==> config.mk <==
export PLATFORM = sky130hd
export DESIGN_NAME = ifetch_queue
export DESIGN_NICKNAME = d
export VERILOG_FILES = /design/src/rtl/ifetch_queue_pkg.sv /design/src/rtl/ifetch_queue_fifo_sync.sv /design/src/rtl/ifetch_queue.sv
export SDC_FILE = /design/constraint.sdc
export NUM_CORES = 1
export LEC_CHECK = 0
export BUFFER_PORTS_ARGS = -buffer_cell sky130_fd_sc_hd__buf_4
export CAP_MARGIN = 25
export CELL_PAD_IN_SITES_DETAIL_PLACEMENT = 0
export CELL_PAD_IN_SITES_GLOBAL_PLACEMENT = 1
export CORE_ASPECT_RATIO = 1.1
export CORE_MARGIN = 2
export CORE_UTILIZATION = 30
export DETAILED_ROUTE_END_ITERATION = 8
export PLACE_DENSITY_LB_ADDON = 0.1
export SETUP_SLACK_MARGIN = 0.4
export SYNTH_ARGS = -nofsm -noshare
export SYNTH_HDL_FRONTEND = slang
export SYNTH_HIERARCHICAL = 1
export SYNTH_SLANG_ARGS = --single-unit
export TNS_END_PERCENT = 5
==> constraint.sdc <==
create_clock -name clk -period 13.45 [get_ports clk]
set_clock_uncertainty 0.1 [all_clocks]
set_input_delay 0 -clock clk [delete_from_list [all_inputs] [get_ports clk]]
set_output_delay 0 -clock clk [all_outputs]
set_load 0.02 [all_outputs]
==> src/rtl/ifetch_queue_pkg.sv <==
// ifetch_queue_pkg: shared instruction-fetch constants
package ifetch_queue_pkg;
    localparam int ILEN = 32;
    localparam int INSTR_BYTES = 4;
    localparam logic [ILEN-1:0] NOP = 32'h0000_0013;
endpackage

==> src/rtl/ifetch_queue_fifo_sync.sv <==
// fifo_sync: synchronous FIFO with flush, power-of-two depth
module fifo_sync #(
    parameter int DATA_W = 8,
    parameter int DEPTH = 4
) (
    input  logic                       clk,
    input  logic                       rst,
    input  logic                       flush,
    input  logic                       push,
    input  logic                       pop,
    input  logic [DATA_W-1:0]          wdata,
    output logic [DATA_W-1:0]          rdata,
    output logic                       full,
    output logic                       empty,
    output logic [$clog2(DEPTH+1)-1:0] count
);
    localparam int AW = $clog2(DEPTH);
    localparam int CW = $clog2(DEPTH+1);
    logic [DATA_W-1:0] mem [DEPTH];
    logic [AW-1:0] wp, rp;
    assign rdata = mem[rp];
    assign full = count == CW'(DEPTH);
    assign empty = count == '0;
    always_ff @(posedge clk)
        if (push && !(rst || flush)) mem[wp] <= wdata;
    always_ff @(posedge clk) begin
        if (rst || flush) begin
            wp <= '0;
            rp <= '0;
            count <= '0;
        end else begin
            if (push) wp <= wp + AW'(1);
            if (pop) rp <= rp + AW'(1);
            count <= count + CW'(push) - CW'(pop);
        end
    end
endmodule

==> src/rtl/ifetch_queue.sv <==
// ifetch_queue: instruction prefetch with credit-based SRAM requests and redirect flush
module ifetch_queue
    import ifetch_queue_pkg::*;
#(
    parameter int XLEN = 64,
    parameter int DEPTH = 4,
    parameter logic [XLEN-1:0] RESET_PC = '0
) (
    input  logic                       clk,
    input  logic                       rst,
    input  logic                       enable,
    output logic [XLEN-1:0]            imem_addr,
    output logic                       imem_ren,
    input  logic [ILEN-1:0]            imem_rdata,
    input  logic                       redirect_valid,
    input  logic [XLEN-1:0]            redirect_pc,
    output logic                       out_valid,
    input  logic                       out_ready,
    output logic [ILEN-1:0]            out_instr,
    output logic [XLEN-1:0]            out_pc,
    output logic [XLEN-1:0]            out_pc_plus4,
    output logic [$clog2(DEPTH+1)-1:0] count
);
    localparam int CW = $clog2(DEPTH+1);
    logic [XLEN-1:0] fetch_pc, req_pc;
    logic inflight, issue, push, pop, empty, full;
    logic [ILEN+XLEN-1:0] head;
    logic [CW:0] credit;
    logic [ILEN-1:0] head_instr;
    assign out_valid = !empty && !redirect_valid && !rst;
    assign pop = out_valid && out_ready;
    // Occupancy including the response still on its way from the SRAM
    assign credit = {1'b0, count} + (CW+1)'(inflight) - (CW+1)'(pop);
    assign issue = enable && !redirect_valid && !rst && credit < (CW+1)'(DEPTH);
    assign push = inflight && !redirect_valid && (!full || pop);
    assign imem_ren = issue;
    assign imem_addr = rst ? RESET_PC : fetch_pc;
    assign {head_instr, out_pc} = head;
    assign out_instr = out_valid ? head_instr : NOP;
    assign out_pc_plus4 = out_pc + XLEN'(INSTR_BYTES);
    always_ff @(posedge clk) begin
        if (rst) begin
            fetch_pc <= RESET_PC;
            inflight <= 1'b0;
        end else if (redirect_valid) begin
            fetch_pc <= redirect_pc & ~XLEN'(3);
            inflight <= 1'b0;
        end else begin
            inflight <= issue;
            if (issue) begin
                fetch_pc <= fetch_pc + XLEN'(INSTR_BYTES);
                req_pc <= fetch_pc;
            end
        end
    end
    fifo_sync #(.DATA_W(ILEN+XLEN), .DEPTH(DEPTH)) u_fifo (
        .clk(clk),
        .rst(rst),
        .flush(redirect_valid),
        .push(push),
        .pop(pop),
        .wdata({imem_rdata, req_pc}),
        .rdata(head),
        .full(full),
        .empty(empty),
        .count(count)
    );
endmodule

After elaboration in Yosys (flattened, before gate mapping). Memories as Yosys holds them, arrays and structs flattened. A register that Yosys moved wholly into a read port is not among the register bits. Cells that the tools add are included.

Muxes and demuxes: 8. Equal/unequal tests: 1. Bitwise logic cells: 2. Order comparisons: 1. Add/subtract/negate cells: 8. Reductions and logical operators: 20.

Operator list (count): $mux W64 (3); $add A64 B3 Y64 const B (2); $mux W32 (1); $logic_and A1 B1 Y1 (9); $logic_not A1 Y1 (5); $add A2 B1 Y2 const B (2); $add A3 B1 Y4 (1); $lt A4 B3 Y1 const B (1); $mux W2 (2); $sub A4 B1 Y4 (1); $add A3 B1 Y3 (1); $eq A3 B3 Y1 const B (1); $logic_not A3 Y1 (1); $reduce_and A3 Y1 (1); $sub A3 B1 Y3 (1); $logic_or A1 B1 Y1 (2); $mux W1 (2); $not A1 Y1 (2); $reduce_bool A2 Y1 (1); $reduce_or A2 Y1 (1).

Output and inout bits: 229. Memories kept: 1. Flip-flop bits (word level): 136. Bits in writable memories: 384. Bits of input ports: 101.

Memory list: u_fifo.mem (words 4, bits a word 96, read ports 1, clocked after memory_dff 1, write ports 1, line ifetch_queue_fifo_sync.sv:19) `logic [DATA_W-1:0] mem [DEPTH];`.

Longest topological paths before layout. Gate-level depths: netlist of run 1.

Depth after elaboration: 10. Depth in mapped cells: 16. Gate-level depth less buffers: 13.

By module. Netlist of run 1, hierarchy kept.

By module, submodules not included: fifo_sync (sequential area each 11711.2 µm², times used 1, area an instance 14312.5 µm², cells each 547); ifetch_queue (sequential area each 3123.0 µm², times used 1, area an instance 7792.5 µm², cells each 879).

Worst setup path before layout of run 1. OpenSTA, ideal clock, no wires.

Path type: flip-flop to flip-flop. Start point: register u_fifo.count[2]. End point: register req_pc[10] (enable). Arrival: 4200 ps. Cell stages (with the launch flop): 15. Library setup time: 416 ps. Clock period less this slack: 4716 ps. Path buffers: 3. Slack: 8734 ps. Cell sequence: dfxtp_1 nor3_1 nor3_1 nand2_1 inv_1 ha_1 inv_1 ha_1 and3b_1 clkbuf_1 nor4_4 nor2_1 clkbuf_1 clkbuf_1 inv_1.

Longest elaborated chain between the ends: 9. Elaborated cells on any way between the ends: 10. Classes of those cells: add/sub (2); order compare (1); reduce/logical (7).

RTL lines: start: declaration (line ifetch_queue_fifo_sync.sv:15) `output logic [$clog2(DEPTH+1)-1:0] count`; start signal: assignment (line ifetch_queue_fifo_sync.sv:34) `count <= count + CW'(push) - CW'(pop);`; $logic_not A3 Y1 (line ifetch_queue_fifo_sync.sv:23) `assign empty = count == '0;`; via empty (line ifetch_queue.sv:26) `logic inflight, issue, push, pop, empty, full;`; $logic_not A1 Y1 (line ifetch_queue.sv:30) `assign out_valid = !empty && !redirect_valid && !rst;`; $logic_and A1 B1 Y1 (2 in series) (line ifetch_queue.sv:30); $logic_and A1 B1 Y1 (line ifetch_queue.sv:31) `assign pop = out_valid && out_ready;`; via pop (line ifetch_queue.sv:26); $sub A4 B1 Y4 (line ifetch_queue.sv:33) `assign credit = {1'b0, count} + (CW+1)'(inflight) - (CW+1)'(pop);`; $lt A4 B3 Y1 (line ifetch_queue.sv:34) `assign issue = enable && !redirect_valid && !rst && credit < (CW+1)'(DEPTH);`; $logic_and A1 B1 Y1 (line ifetch_queue.sv:34); $reduce_and A3 Y1 (no line); end signal: assignment (line ifetch_queue.sv:52) `req_pc <= fetch_pc;`; end: declaration (line ifetch_queue.sv:25) `logic [XLEN-1:0] fetch_pc, req_pc;`.

The timed path passes the listed nets, and every way through them passes these cells. A chain may end at the register's enable or synchronous reset.

==> results.toml, run 1 <==
[power]
max-vdd-ir-drop_v = 0.000111
power_density_nw_per_um2 = 120
p_leak_nw = 9.63

[global_route]
grt_usage = 0.174
grt_max_degree = 70
antenna_found_initial = 0
grt_overflow = 0
grt_pass1_vias = 14709
grt_pass1_wl_um = 98300

[clock_network]
cts_tree = "yes"
cts_hold_buf = 132
h-tree-depth = 2
worstSkewPairLatency_ns = 0.62
clk_pin_slew_worst_paths_ns = 0.06
cts_buffer_depth = 3
cts_root_buffer = "clkbuf_16"
cts_buffers = 56
post_cts_buffers = 0
clock-sinks = 518
post_cts_resized = 0

[detailed_routing]
antenna_left = 0
dr.pass1.iters = 5
drtIter0Drc = 926
vias = 14440
wl_per_cell_um = 23.2
post_drt_via_cell_ratio = 4.99
wirelength_um = 67300
post-route-drc-count = 0

[yosys]
synth_top_family_by_area = "simple AND/OR/NAND/NOR gates"
yosysMostFrequentCell = "edfxtp_1"
syn_area_per_cell_um2 = 15.5
synthTopCellsByArea = "edfxtp_1 61%, mux4_2 9.8%, dfxtp_1 6.5%"
ys.warnings.count = 6
syn_area_um2 = 22100
ys_top_cells_by_count = "446 x edfxtp_1, 96 x mux4_2, 91 x nand2_1"
synth_enable_flop_cells = 446
muxShareOfSynthArea = 0.0997
yosys.area.top_type_share = 0.606
synth_compound_area_frac = 0.0506
synthXorXnorAreaFrac = 0.0276
ys.flop_type = "edfxtp_1"
synth_cell_type_count = 75
ys_async_sr_fraction = 0
yosys.area_share.simple = 0.120
synth_seq_area_share = 0.671
yosys.area.top_type = "edfxtp_1"
syn_inst = 1426
synth-adder-area-share = 0.00713
synth-seq-cells = 518

[worst_setup_path]
rr_startpoint = "u_fifo/count[1]"
worstPathRequired_ns = 13.35
crit_fanout = 38
crit_arrival_ns = 5.70
critPathCaptureType = "output pin"
start_kind = "register"
path_class = "register to output pin"
r2r-end = "req_pc[62]"
reg2regPathDepth = 14
reg2reg_setup_slack_ns = 8.35

[timing]
max_freq_mhz = 172
fin_hold_ws_ns = 0.0362
setup_violations = 0
fin_setup_tns_ns = 0
rsz0062_at_grt = "no"
tightest_slew_ns = 1.01
min_period_ns = 5.80
relSlewSlack = 0.325
slew_viol_final = 0
hold_violations = 0
finalCritPeriodShare = 0.431

[layout]
area_growth_pct = 29.9
fill_cells = 6904
register_area_um2 = 14800
nets = 2008
drive_gt1_frac = 0.285
multi_input_area_um2 = 6830
final_cell_area_um2 = 28700

[floorplanning]
dieHeight_um = 289
dieArea_um2 = 75900
start_util = 0.303
rows = 104
ios = 330
die_x_um = 263
design.core.area_um2 = 73000

[placed_design]
port_buffers = 325
placedInstanceArea_um2 = 25600
place_hpwl_um = 44600
place.gp.congestion = 0.757

[hold_path]
hold_depth = 3
hold_class = "input pin to register"
min_to = "fetch_pc[38]"
hold_start = "rst"

[flow_run]
cap_viol_max_count = 0

[run_status]
status = "finished clean"
## per-stage QoR
stage,power (W),util,worst slack (ns),cells
after global placement,0.00196,0.351,7.94,2659
after global routing,0.00358,0.393,7.20,2893
final,0.00346,0.393,7.65,2894
after detailed placement,0.00196,0.351,8.01,2659
after floorplan,0.00187,-,8.73,1435
after CTS,0.00351,0.393,7.33,2893
## state kept, by name, summed over array words and instances (netlist names), named ones only
| name | count |
|---|---|
| u_fifo/mem | 384 |
| u_fifo/count | 3 |
| u_fifo/wp | 2 |
| u_fifo/rp | 2 |
| inflight | 1 |
| req_pc | 62 |
| fetch_pc | 62 |
## worst max-delay path by stage
stage	start	end	slack, ns	cells after the start
floorplan	u_fifo/count[2]	req_pc[10]	8.73	14
global placement	register	out_pc_plus4[47]	7.94	9
detailed placement	register	out_pc_plus4[47]	8.01	9
CTS	register	out_pc_plus4[47]	7.33	9
global route	register	out_pc_plus4[47]	7.20	9
finish	register	out_pc_plus4[43]	7.65	9
## report_power, final
group / switching [W] / total, W / internal [W]
Sequential: 0.0000329 / 0.00179 / 0.00176
Combinational: 0.0000823 / 0.000161 / 0.0000782
Clock: 0.000641 / 0.00151 / 0.000865
## cell families after synthesis
| logic type | Yosys count |
|---|---|
| other cells | 1 |
| fa+ha+maj | 12 |
| mux | 100 |
| simple gates | 463 |
| compound gates | 152 |
| xor+xnor | 68 |
| buf+inv | 112 |
| flops | 518 |
## cells in the final DEF, fill, tap and decap left out, drive strengths merged, types with 4 or more instances in the layout
cell type | netlist | layout
dlygate4sd3 | 0 | 132
xnor2 | 46 | 46
clkbuf | 52 | 64
ha | 11 | 11
o21ai | 5 | 5
a21oi | 20 | 20
or4b | 6 | 6
nor3b | 6 | 6
and4 | 17 | 17
edfxtp | 446 | 446
inv | 33 | 35
dfxtp | 72 | 72
nand2 | 91 | 91
a311oi | 4 | 4
nor4 | 17 | 17
o211ai | 25 | 25
a211oi | 4 | 4
a311o | 4 | 4
nor2 | 43 | 43
o311ai | 21 | 21
nor2b | 51 | 51
and2 | 42 | 42
a22oi | 4 | 4
nand2b | 4 | 4
conb | 1 | 10
nand3 | 55 | 55
mux4 | 96 | 96
nand4 | 46 | 46
clkinv | 0 | 26
xor2 | 21 | 21
or3 | 17 | 17
bufinv | 0 | 5
nor3 | 18 | 18
a31oi | 35 | 35
and3 | 22 | 22
or4 | 19 | 19
buf | 27 | 349
clkinvlp | 0 | 5
## worst max-delay path, cell delays in order, from the launching register on
cell and delay, ns:
dfxtp_4 0.70, buf_4 0.77, buf_4 0.79, mux4_2 0.50
and4_1 0.47, and4_1 0.48, nand4_1 0.59, nor3_1 0.40
xor2_1 0.18, buf_4 0.16
## final cells by class
class / instances / share of cell area
antenna: 1 / 0.0000871
clock buffer: 64 / 0.0502
tap: 954 / 0.0416
sequential: 518 / 0.517
multi-input combinational: 805 / 0.238
clock inverter: 38 / 0.0122
inverter: 33 / 0.00431
timing repair buffer: 481 / 0.137
## per-layer routing
| metal | track usage | up-vias | wire (um) |
|---|---|---|---|
| li1 | - | 6608 | - |
| met1 | 0.223 | 7399 | 28900 |
| met2 | 0.308 | 350 | 34200 |
| met3 | 0.0288 | 83 | 2720 |
| met4 | 0.0453 | 0 | 1440 |
| met5 | 0 | - | 0 |
No activity file was read; power rests on OpenSTA's default activity.
==> run 2, diff against run 1 <==
==> constraint.sdc (replaced) <==
create_clock -name clk -period 4.7 [get_ports clk]
set_clock_uncertainty 0.1 [all_clocks]
set_input_delay 0 -clock clk [delete_from_list [all_inputs] [get_ports clk]]
set_output_delay 0 -clock clk [all_outputs]
set_load 0.02 [all_outputs]
==> run 2 against run 1 <==
  * Critical path depth shrank 2
  * Via count rose by 1.2%
  * Setup slack worse by 7.1 ns
  * Clock-buffer cell count grew 9
  * Critical path type unchanged
==> results.toml, run 2 (synthesis results as in run 1) <==
[timing]
relSlewSlack = 0.338
slew_viol_final = 0
min_period_ns = 4.15
max_freq_mhz = 241
rsz0062_at_grt = "yes"
fin_setup_tns_ns = 0
finalCritPeriodShare = 0.883
setup_violations = 0
tightest_slew_ns = 0.987
hold_violations = 0

[floorplanning]
design.core.area_um2 = 73000
ios = 330
rows = 104
die_x_um = 263
start_util = 0.303
dieArea_um2 = 75900
dieHeight_um = 289

[layout]
final_cells = 2926
diodes = 0
layout_commonest_cell = "edfxtp_1"
reg_top3 = "u_fifo/mem x384, fetch_pc x62, req_pc x62"
largest_register_ffs = 384
final_cell_mix = "446 x edfxtp_1, 359 x buf_4, 145 x dlygate4sd3_1, 96 x mux4_2, 91 x nand2_1"
nets = 2039
largest_register = "u_fifo/mem"
area_growth_pct = 31.7
drive_gt1_frac = 0.293

[worst_setup_path]
path_class = "register to output pin"
critPathCaptureType = "output pin"
start_kind = "register"
worstPathRequired_ns = 4.60
crit_fanout = 37
rr_startpoint = "u_fifo/count[1]"
crit_arrival_ns = 4.05

[flow_run]
cap_viol_max_count = 0

[run_status]
status = "finished clean"

[hold_path]
hold_start = "redirect_valid"
hold_class = "input pin to register"

[placed_design]
port_buffers = 325
place_hpwl_um = 46300
place.gp.congestion = 0.756
placedCellCount = 2673

[global_route]
antenna_found_initial = 1
grt_overflow = 0
grt_max_degree = 84
grt_pass1_wl_um = 100000
grt_pass1_vias = 15108
grt_usage = 0.178

[clock_network]
clk_pin_slew_worst_paths_ns = 0.06
worstSkewPairLatency_ns = 0.61
cts_root_buffer = "clkbuf_16"
clock-sinks = 518
cts_tree = "yes"
cts_buffer_depth = 3
h-tree-depth = 2
cts_buffers = 57

[power]
max-vdd-ir-drop_v = 0.000296
p_leak_nw = 9.82
power_density_nw_per_um2 = 342

[detailed_routing]
post_drt_via_cell_ratio = 5.00
post-route-drc-count = 0
antenna_left = 0
wirelength_um = 68500
vias = 14616
dr.pass1.iters = 5
drtIter0Drc = 880
wl_per_cell_um = 23.4
==> run 2: cell types whose count changed in the layout (fill, tap and decap cells not counted), sizes merged, moves of 2 or more <==
cell         change
buf             +17
clkbuf           +9
clkinv           -2
dlygate4sd3     +13
inv              -3
==> run 2: path summary, 6_finish.rpt <==
path                      endpoint  slack (ns)  cells after the start
setup / recovery  out_pc_plus4[43]        0.55                      7
hold / removal        u_fifo/wp[0]        0.03                      3
setup reg to reg      fetch_pc[17]        0.66                     13
hold reg to reg         req_pc[63]        0.39                      0
==> run 2: area by class of cell <==
| cell class | count | area (um^2) |
|---|---|---|
| Tap cell | 954 | 1190 |
| Fill cell | 6928 | 43900 |
| Multi-Input combinational cell | 805 | 6840 |
| Timing Repair Buffer | 511 | 4290 |
| Clock inverter | 32 | 303 |
| Clock buffer | 73 | 1520 |
| Inverter | 33 | 128 |
| Sequential cell | 518 | 14800 |
==> run 2: per-layer routing <==
metal	GRT usage	vias up	routed length (um)
met5	0	-	0
met4	0.0504	0	1760
met3	0.0281	78	2830
met2	0.309	355	34000
met1	0.232	7504	30000
li1	-	6679	-
==> run 2: critical path: stages (launching register included) <==
cell	delay, ns
dfxtp_4	0.83
mux4_2	0.48
and4_4	0.34
and4_4	0.35
nand4_1	0.63
nor3_1	0.40
xor2_1	0.18
buf_4	0.16
==> run 2: timing repair <==
item	in CTS	in global routing
setup buffers	2	0
hold buffers	145	0
gates cloned	0	0
pin swaps	3	0
endpoints found under the setup margin	10	6
resized for setup	5	1
endpoints found under the hold margin	196	0
==> run 2: power by group <==
group	total, W	switching (W)	internal (W)	leakage, nW
Combinational	0.000473	0.000241	0.000232	4.30
Sequential	0.00513	0.0000957	0.00503	4.63
Clock	0.00436	0.00181	0.00255	0.890
Total	0.00996	0.00215	0.00781	9.82
==> run 2: metrics by stage <==
stage | worst slack (ns) | hold slack [ns] | total power [W] | instance area, um^2 | util
2_1_floorplan | 0.263 | -0.00113 | 0.00536 | 22200 | -
3_3_place_gp | 0.598 | 0.102 | 0.00560 | 25800 | 0.353
3_5_place_dp | 0.586 | 0.104 | 0.00561 | 25800 | 0.353
4_1_cts | 0.362 | 0.00182 | 0.0101 | 29100 | 0.399
5_1_grt | 0.286 | 0.0139 | 0.0103 | 29100 | 0.399
6_report | 0.549 | 0.0334 | 0.00996 | 29100 | 0.399
==> run 3, diff against run 2 <==
--- a/config.mk
+++ b/config.mk
@@ -14,6 +14,7 @@
 export CORE_UTILIZATION = 30
 export DETAILED_ROUTE_END_ITERATION = 8
 export PLACE_DENSITY_LB_ADDON = 0.1
+export RECOVER_POWER = 25
 export SETUP_SLACK_MARGIN = 0.4
 export SYNTH_ARGS = -nofsm -noshare
 export SYNTH_HDL_FRONTEND = slang
==> constraint.sdc (replaced) <==
create_clock -name clk -period 4.2 [get_ports clk]
set_clock_uncertainty 0.1 [all_clocks]
set_input_delay 0 -clock clk [delete_from_list [all_inputs] [get_ports clk]]
set_output_delay 0 -clock clk [all_outputs]
set_load 0.02 [all_outputs]
==> run 3 against run 2 <==
  * Register-to-register slack worse by 0.14 ns
  * Setup slack worse by 0.049 ns
  * Die area stayed put
  * Wire length is 1.1% lower
  * Cell count is 0.62% lower
  * Global-route usage is 0.20 points lower
  * Combinational power is 7.8% higher
  * Sequential power is 12% higher
  * Flip-flop and latch count stayed put
  * Total power is 11% higher
  * Critical path depth is 1 higher
  * Clock-buffer cell count is 1 lower
  * Critical endpoint is now out_pc_plus4[52]
==> results.toml, run 3 (synthesis results as in run 1) <==
[timing]
max_freq_mhz = 270
relSlewSlack = 0.331
min_period_ns = 3.70
setup_violations = 0
fin_setup_tns_ns = 0
fin_ws_ns = 0.500
tightest_slew_ns = 1.00
hold_violations = 0
finalCritPeriodShare = 0.881
slew_viol_final = 0
rsz0062_at_grt = "yes"

[global_route]
grt_pass1_wl_um = 99500
grt_usage = 0.176
grt_max_degree = 97
antenna_found_initial = 1
grt_pass1_vias = 14966
grt_overflow = 0

[placed_design]
placedInstanceArea_um2 = 25900
dp_slack_ns = 0.451
place_hpwl_um = 45000
placedCellCount = 2674
port_buffers = 325
place.gp.congestion = 0.757

[layout]
reg_top3 = "u_fifo/mem x384, fetch_pc x62, req_pc x62"
drive_gt1_frac = 0.280
largest_register = "u_fifo/mem"
nets = 2023
area_growth_pct = 31.1
final_cell_mix = "446 x edfxtp_1, 323 x buf_4, 127 x dlygate4sd3_1, 96 x mux4_2, 91 x nand2_1"
layout_commonest_cell = "edfxtp_1"
diodes = 0
final_cells = 2908
fin_util = 0.397
final_cell_area_um2 = 29000
largest_register_ffs = 384
fill_cells = 6871

[clock_network]
clock-sinks = 518
cts_root_buffer = "clkbuf_16"
worstSkewPairLatency_ns = 0.61
h-tree-depth = 2
cts_buffer_depth = 3
cts_buffers = 55
cts_tree = "yes"
clk_pin_slew_worst_paths_ns = 0.07

[detailed_routing]
drtIter0Drc = 784
vias = 14497
antenna_left = 0
wirelength_um = 67800
post_drt_via_cell_ratio = 4.99
post-route-drc-count = 0
wl_per_cell_um = 23.3
dr.pass1.iters = 4

[worst_setup_path]
reg2regPathDepth = 12
r2r-end = "fetch_pc[42]"
rr_startpoint = "u_fifo/count[1]"
start_kind = "register"
crit_arrival_ns = 3.60
crit_fanout = 12
reg2reg_setup_slack_ns = 0.52
path_class = "register to output pin"
critPathCaptureType = "output pin"
worstPathRequired_ns = 4.10

[floorplanning]
ios = 330
dieArea_um2 = 75900
start_util = 0.303
dieHeight_um = 289
design.core.area_um2 = 73000
die_x_um = 263
rows = 104

[power]
p_leak_nw = 9.66
power_density_nw_per_um2 = 383
max-vdd-ir-drop_v = 0.000266

[run_status]
status = "finished clean"

[flow_run]
cap_viol_max_count = 0

[hold_path]
hold_depth = 2
min_to = "u_fifo/mem[1][84]"
hold_class = "input pin to register"
hold_start = "imem_rdata[20]"
==> run 3: per-layer routing <==
layer	up-vias	global-route usage	wire (um)
met2	372	0.305	33500
met1	7401	0.228	29400
met4	0	0.0536	1870
met3	83	0.0280	2960
li1	6641	-	-
met5	-	0	0
==> run 3: area by class of cell <==
class | instances | area [um^2] | share of cell area
Tap cell | 954 | 1190 | 0.0412
Timing Repair Buffer | 497 | 4140 | 0.143
Inverter | 33 | 128 | 0.00440
Sequential cell | 518 | 14900 | 0.512
Multi-Input combinational cell | 805 | 6880 | 0.237
Clock buffer | 72 | 1490 | 0.0512
Clock inverter | 29 | 305 | 0.0105
==> run 3: how the worst max path moves through the flow <==
| stage | start | to | slack, ns | cells after the start |
|---|---|---|---|---|
| after floorplan | u_fifo/count[2] | u_fifo/mem[2][0] | -0.18 | 5 |
| after global placement | u_fifo/count[1] | fetch_pc[38] | 0.52 | 12 |
| after detailed placement | u_fifo/count[1] | fetch_pc[44] | 0.45 | 12 |
| after CTS | register | out_pc_plus4[51] | 0.40 | 9 |
| after global routing | register | out_pc_plus4[52] | 0.32 | 8 |
| final | register | out_pc_plus4[52] | 0.50 | 8 |
==> run 3: where the power goes <==
group	internal, W	switching, W
sequential	0.00563	0.000108
combinational	0.000242	0.000268
clock	0.00285	0.00199
==> run 3: worst max-delay path, cell delays in order (launching register included) <==
cell and delay, ns:
dfxtp_4 0.48, buf_6 0.26, mux4_2 0.39, and4_4 0.33
nand4_1 0.23, or3_1 0.57, nor4_1 0.36, xor2_1 0.18
buf_4 0.16
==> run 3: repair_timing <==
action	CTS	global route
resized for setup	9	6
endpoints found under the setup margin	22	21
hold buffers	127	0
setup buffers	3	1
gates cloned	2	0
endpoints found under the hold margin	197	0
pin swaps	0	2
==> run 3: through the flow <==
step | total power [W] | hold slack [ns]
after global placement | 0.00627 | 0.101
after CTS | 0.0113 | 0.00476
after global routing | 0.0115 | 0.0920
after floorplan | 0.00600 | -0.00113
after detailed placement | 0.00628 | 0.104
final | 0.0111 | 0.104
